===== config.mk =====
export PLATFORM = sky130hd
export DESIGN_NAME = stopwatch_ctrl
export DESIGN_NICKNAME = d
export VERILOG_FILES = /design/src/rtl/stopwatch_ctrl.sv
export SDC_FILE = /design/constraint.sdc
export NUM_CORES = 1
export LEC_CHECK = 0
export ABC_CLOCK_PERIOD_IN_PS = 2200
export BUFFER_PORTS_ARGS = -buffer_cell sky130_fd_sc_hd__buf_2
export CORE_MARGIN = 10
export CORE_UTILIZATION = 41
export CTS_BUF_LIST = sky130_fd_sc_hd__clkbuf_16
export CTS_CLUSTER_DIAMETER = 80
export DETAILED_ROUTE_END_ITERATION = 10
export HOLD_SLACK_MARGIN = 0.15
export PLACE_DENSITY = 0.63
export SYNTH_ARGS = -nofsm -noshare
export SYNTH_HDL_FRONTEND = slang
export SYNTH_SLANG_ARGS = --single-unit

===== constraint.sdc =====
create_clock -name clk -period 2.2 [get_ports clk]
set_input_delay 0.22 -clock clk [delete_from_list [all_inputs] [get_ports clk]]
set_output_delay 0.22 -clock clk [all_outputs]
set_load 0.1 [all_outputs]

===== src/rtl/stopwatch_ctrl.sv =====
// Stopwatch control FSM: start/stop, lap freeze, clear, and a
// prescaler that issues one count tick every DIV clock cycles.
module stopwatch_ctrl #(
  parameter int unsigned DIV = 1000000,
  parameter int unsigned PW  = 20
) (
  input  logic clk,
  input  logic reset,
  input  logic btn_ss,
  input  logic btn_lap,
  input  logic btn_clr,
  input  logic at_max,
  output logic cnt_en,
  output logic cnt_clr,
  output logic disp_hold,
  output logic running,
  output logic full
);

  localparam logic [2:0] S_IDLE  = 3'd0;
  localparam logic [2:0] S_RUN   = 3'd1;
  localparam logic [2:0] S_LAP   = 3'd2;
  localparam logic [2:0] S_PAUSE = 3'd3;
  localparam logic [2:0] S_FULL  = 3'd4;

  localparam logic [PW-1:0] LP_TOP  = PW'(DIV - 1);
  localparam logic [PW-1:0] LP_ZERO = '0;
  localparam logic [PW-1:0] LP_ONE  = PW'(1);

  logic [2:0]    r_state;
  logic [PW-1:0] r_pre;

  logic [2:0]    w_nxt_state;
  logic [PW-1:0] w_nxt_pre;
  logic          w_tick;
  logic          w_clr;
  logic          w_wrap;

  always_comb begin
    w_nxt_state = r_state;
    w_nxt_pre   = r_pre;
    w_tick      = 1'b0;
    w_clr       = 1'b0;
    w_wrap      = (r_pre == LP_TOP);
    case (r_state)
      S_IDLE: begin
        w_nxt_pre = LP_ZERO;
        if (btn_clr) begin
          w_clr = 1'b1;
        end else if (btn_ss) begin
          w_nxt_state = S_RUN;
        end
      end
      S_RUN, S_LAP: begin
        // A wrap swallows any same-cycle start/stop or lap press.
        if (w_wrap) begin
          w_nxt_pre = LP_ZERO;
          if (at_max) begin
            w_nxt_state = S_FULL;
          end else begin
            w_tick = 1'b1;
          end
        end else begin
          w_nxt_pre = r_pre + LP_ONE;
          if (btn_ss) begin
            w_nxt_state = S_PAUSE;
          end else if (btn_lap) begin
            w_nxt_state = (r_state == S_RUN) ? S_LAP : S_RUN;
          end
        end
      end
      S_PAUSE: begin
        if (btn_clr) begin
          w_nxt_state = S_IDLE;
          w_nxt_pre   = LP_ZERO;
          w_clr       = 1'b1;
        end else if (btn_ss) begin
          w_nxt_state = S_RUN;
        end
      end
      S_FULL: begin
        w_nxt_pre = LP_ZERO;
        if (btn_clr) begin
          w_nxt_state = S_IDLE;
          w_clr       = 1'b1;
        end
      end
      default: begin
        w_nxt_state = S_IDLE;
        w_nxt_pre   = LP_ZERO;
      end
    endcase
  end

  always_ff @(posedge clk) begin
    if (reset) begin
      r_state   <= S_IDLE;
      r_pre     <= LP_ZERO;
      cnt_en    <= 1'b0;
      cnt_clr   <= 1'b1;
      disp_hold <= 1'b0;
      running   <= 1'b0;
      full      <= 1'b0;
    end else begin
      r_state   <= w_nxt_state;
      r_pre     <= w_nxt_pre;
      cnt_en    <= w_tick;
      cnt_clr   <= w_clr;
      disp_hold <= (w_nxt_state == S_LAP);
      running   <= (w_nxt_state == S_RUN) ||
                   (w_nxt_state == S_LAP);
      full      <= (w_nxt_state == S_FULL);
    end
  end

endmodule

# After elaboration in Yosys (flattened, before gate mapping)
# Index checks and enable logic that the tools add are counted.
# word_totals
latchBits	0
out_inout_bits	5
word_cells	40
in_bits	6
mem_bits_rw	0
memories	0
ff_bits	28
romBits	0
# classes
n_mul	0
shifts	0
bitwise	2
eq_ne	9
div_mod_pow	0
n_reduce_logical	5
n_addsub	1
magnitude_cmp	0
n_mux	16
# op_table
op	count
two-way mux 20 bit	2
one-hot mux 20 bit (2 select lines)	1
two-way mux 3 bit	8
adder 20 x 1 -> 20 bit, second input constant	1
equality test 20 bit, second input constant	1
one-hot mux 3 bit (4 select lines)	1
equality test 3 x 2 -> 1 bit, second input constant	3
equality test 3 x 1 -> 1 bit, second input constant	2
equality test 3 bit, second input constant	2
OR reduction 3 bit	2
zero test 3 bit	1
two-way mux 1 bit	3
two-way mux 2 bit	1
inequality test 2 bit, second input constant	1
inverter 1 bit	2
OR reduction 2 bit	1
logical OR 1 bit	1

# Longest topological paths before layout
# depth
depth_word	8
depth_mapped	8

# Worst setup path before layout
# Ideal clock, no wire load.
# synth_path
kind	flip-flop to flip-flop
from	register r_pre[0]
to	register running
required_time_ps	2081
setup_time_ps	119
stages_incl_launch_ff	7
arrival_ps	1784
n_path_buf	0
slack_ps	297
path_cell_list	dfxtp_1 -> ha_1 -> nand4_1 -> nor4_4 -> nand2_2 -> o32a_2 -> nor3b_2
# synth_via
elab_chain_len	5
# synth_rtl
element	line_no	source
from (decl)	31	logic [PW-1:0] r_pre;
from (signal assigned)	106	r_pre <= w_nxt_pre;
equality test 20 bit (*)	44	w_wrap = (r_pre == LP_TOP);
two-way mux 3 bit (*)	56	if (w_wrap) begin
one-hot mux 3 bit (4 select lines) (*)	45	case (r_state)
equality test 3 x 1 -> 1 bit / equality test 3 x 2 -> 1 bit (equally long branches)	110, 111	
logical OR 1 bit (*)	110	running <= (w_nxt_state == S_RUN) ||
to (signal assigned)	110	
to (decl)	16	output logic running,
# Mark *: on every way between the ends. The rest lies on a longest branch, timed or not.
# A chain may end at the register's enable or synchronous reset.

# Worst setup path after layout
# Ends and elaborated chain as after synthesis.

==> impl_metrics.tcl <==
set metrics [dict create \
    syn_to_final_growth_pct 12.51 \
    rr_worst_depth 6 \
    fin_skew_ps 5.331 \
    crit_arrival_ps 2150 \
    multiInputGateArea_um2 854.6 \
    holdCritStartpoint "at_max" \
    syn-num-nets 177 \
    portBuffers 10 \
    vias_per_cell 5.412 \
    yosys.area_share.simple 0.3166 \
    end_kind "flip-flop" \
    num_rows 21 \
    power_density_mw_per_mm2 655.6 \
    synth_area_leaders "dfxtp_1, nor2_1, xor2_1" \
    layout-drive-gt1-share 0.1758 \
    grt_max_degree 16 \
    seqCellArea_um2 560.5 \
    async_flop_share 0 \
    irDropWorstVdd_mv 0.3604 \
    postSynthAreaPerCell_um2 8.648 \
    finish.utilization 0.4880 \
    ys_seq_elements 28 \
    critPathRequiredTime_ps 2350 \
    io_pins 11 \
    critPathLaunchType "flip-flop" \
    slowest_stage "dfxtp_1" \
    post_drt_wl_per_cell_um 13.35 \
    cts_buffer_depth 2 \
    grt_pass1_wl_um 5216 \
    period_minus_slack_ps 2004 \
    p_leak_nw 0.5588 \
    cts_setup_buffers 0 \
    antenna_left 0 \
    cts_tree "built" \
    drt_drc_violations_left 0 \
    die-area_mm2 0.006381 \
    fin_crit_sh 0.9109 \
    wl_um 3044 \
    crit_path_cell_trace "ha_1, nand4_1, nor4_4, nand2_2, o32a_2, nor3b_2" \
    track_usage 0.09899 \
    dp_cells 224 \
    yosysUniqueCellTypes 48 \
    cts_resized 0 \
    instances_no_fill 228 \
    crit_type "flip-flop to flip-flop" \
    syn_inst 170 \
    setup_ws_ps 195.9 \
    synth-compound-area-share 0.1540 \
    path_clk_slew_ps 70 \
    ys_top_cells_by_count "dfxtp_1, nor2_1, nand2_1, xor2_1" \
    slew_violations 0 \
    clock_sinks 28 \
    max_stage_delay_ps 410 \
    nets 190 \
    reg2reg_slack_ps 200 \
    finalSetupTns_ps 0 \
    synth_top_family_by_area "simple AND/OR/NAND/NOR gates" \
    dp_hpwl_um 2331 \
    numCtsBuffers 3 \
    maxCapViolations 0 \
    synth_edf_count 0 \
    place_ws_ps 169.0 \
    cp_max_fo 5 \
    synth_mux_area_frac 0.02213 \
    firstDrtPassIters 4 \
    core_mm2 0.003390 \
    die_h_um 79.88 \
    start_util 0.4337 \
    syn_area_mm2 0.001470 \
    grt_pass1_vias 1161 \
    clk_latency_ps 260 \
    relSlewSlack 0.6729 \
    synth-xor-area-share 0.07745 \
    grt-ovfl-total 0 \
    synthFlopType "dfxtp_1" \
    cts_root_buf "clkbuf_16" \
    status "completed" \
    synth_top_area_share 0.3813 \
    antenna_found_initial 0 \
    yosysMostFrequentCell "dfxtp_1" \
    ys_warn_count 0 \
    n_fill_cell 338 \
    hp-class "input port to flip-flop" \
    yosysTopAreaCell "dfxtp_1" \
    min_path_cells 2 \
    grt_setup_unrepaired "no" \
    setup_viol 0 \
    r2r_start "r_pre[0]" \
    tightest_slew_ps 494.1 \
    rr_endpoint "running" \
    vias 1234 \
    yosysSeqAreaShare 0.3813 \
    clock.fmax_ghz 0.4990 \
    cts.hold.buffers_added 0 \
    yosys.area_share.adder 0.008511 \
    finalHoldViolCount 0 \
    htree_levels 1 \
    hold_end "cnt_en" \
    diodes 0 \
    die_w_um 79.88 \
    gp_congestion 0.8713 \
    drtIter0Drc 27 \
]
## through the flow
stage	power (mW)	cell area, um^2	hold slack, ps
after global routing	1.141	1654	177.4
after CTS	1.096	1650	166.1
after global placement	0.6875	1572	447.0
final	1.084	1654	165.5
after detailed placement	0.6906	1572	434.2
after floorplan	0.6588	1470	298.5
## layer usage
metal | routed length, um | global-route usage | up-vias
li1 | - | - | 632
met1 | 1498 | 0.1263 | 577
met2 | 1402 | 0.1517 | 19
met3 | 78 | 0.01464 | 6
met4 | 65 | 0.06162 | 0
met5 | 0 | 0 | -
## layout make-up
type / count / share of cell area
Multi-Input combinational cell: 131 / 0.5166
Tap cell: 46 / 0.03480
Inverter: 4 / 0.009077
Sequential cell: 28 / 0.3389
Timing Repair Buffer: 15 / 0.05295
Clock inverter: 1 / 0.002269
Clock buffer: 3 / 0.04539
## worst max-delay path, delay by kind of cell (launching register included)
family | cells | cell delay (ps)
DFF | 1 | 410
and+or+nand+nor | 4 | 880
adders and majority gates | 1 | 200
AOI/OAI and AO/OA | 1 | 410
## logic make-up (layout without fill, tap and decap cells)
kind of cell	after synthesis	count (layout)
compound gates	33	33
xor+xnor	13	13
fa+ha+maj	1	1
buf+inv	11	23
flops	28	28
mux	2	2
simple gates	82	82
## power breakdown
part | leakage [nW] | switching [mW] | internal, mW | total, mW
Sequential | 0.227 | 0.0119 | 0.517 | 0.529
Clock | 0.0385 | 0.162 | 0.243 | 0.405
Combinational | 0.294 | 0.102 | 0.0475 | 0.150
Total | 0.559 | 0.276 | 0.808 | 1.08
## cells in the final DEF (no fill, tap or decap), types with 2 or more instances in the layout
master,Yosys,routed
dfxtp_1,28,28
nor2_1,27,27
nand2_1,14,14
buf_2,2,10
xor2_1,9,9
nand3_1,7,7
a21oi_1,7,6
nand4_1,5,5
o21ai_0,5,5
buf_4,0,5
inv_1,4,4
nand2b_1,4,4
xnor2_1,4,4
nor4_1,3,3
a311oi_1,3,3
clkbuf_16,0,3
a21o_1,2,2
or2b_2,2,2
nor4_4,2,2
and2_1,2,2
a31oi_1,2,2
o21a_1,2,2
and4_1,2,2
nor3b_1,2,2
nor3_1,2,2
a221oi_1,2,2
a211oi_1,2,2
## how the worst max path moves through the flow
| stage | start | end | slack (ps) | cells after the start |
|---|---|---|---|---|
| 2_1_floorplan | r_pre[0] | running | 300 | 6 |
| 3_3_place_gp | r_pre[10] | r_pre[4] | 270 | 6 |
| 3_5_place_dp | r_pre[0] | r_pre[4] | 170 | 7 |
| 4_1_cts | r_pre[0] | r_pre[4] | 160 | 7 |
| 5_1_grt | r_pre[0] | running | 90 | 6 |
| 6_report | r_pre[0] | running | 200 | 6 |
## state kept, by name, summed over array words and instances, names as in the netlist
signal,cells
cnt_clr,1
cnt_en,1
disp_hold,1
full,1
r_pre,20
r_state,3
running,1
Note: power is estimated with default switching activity, not from simulation.
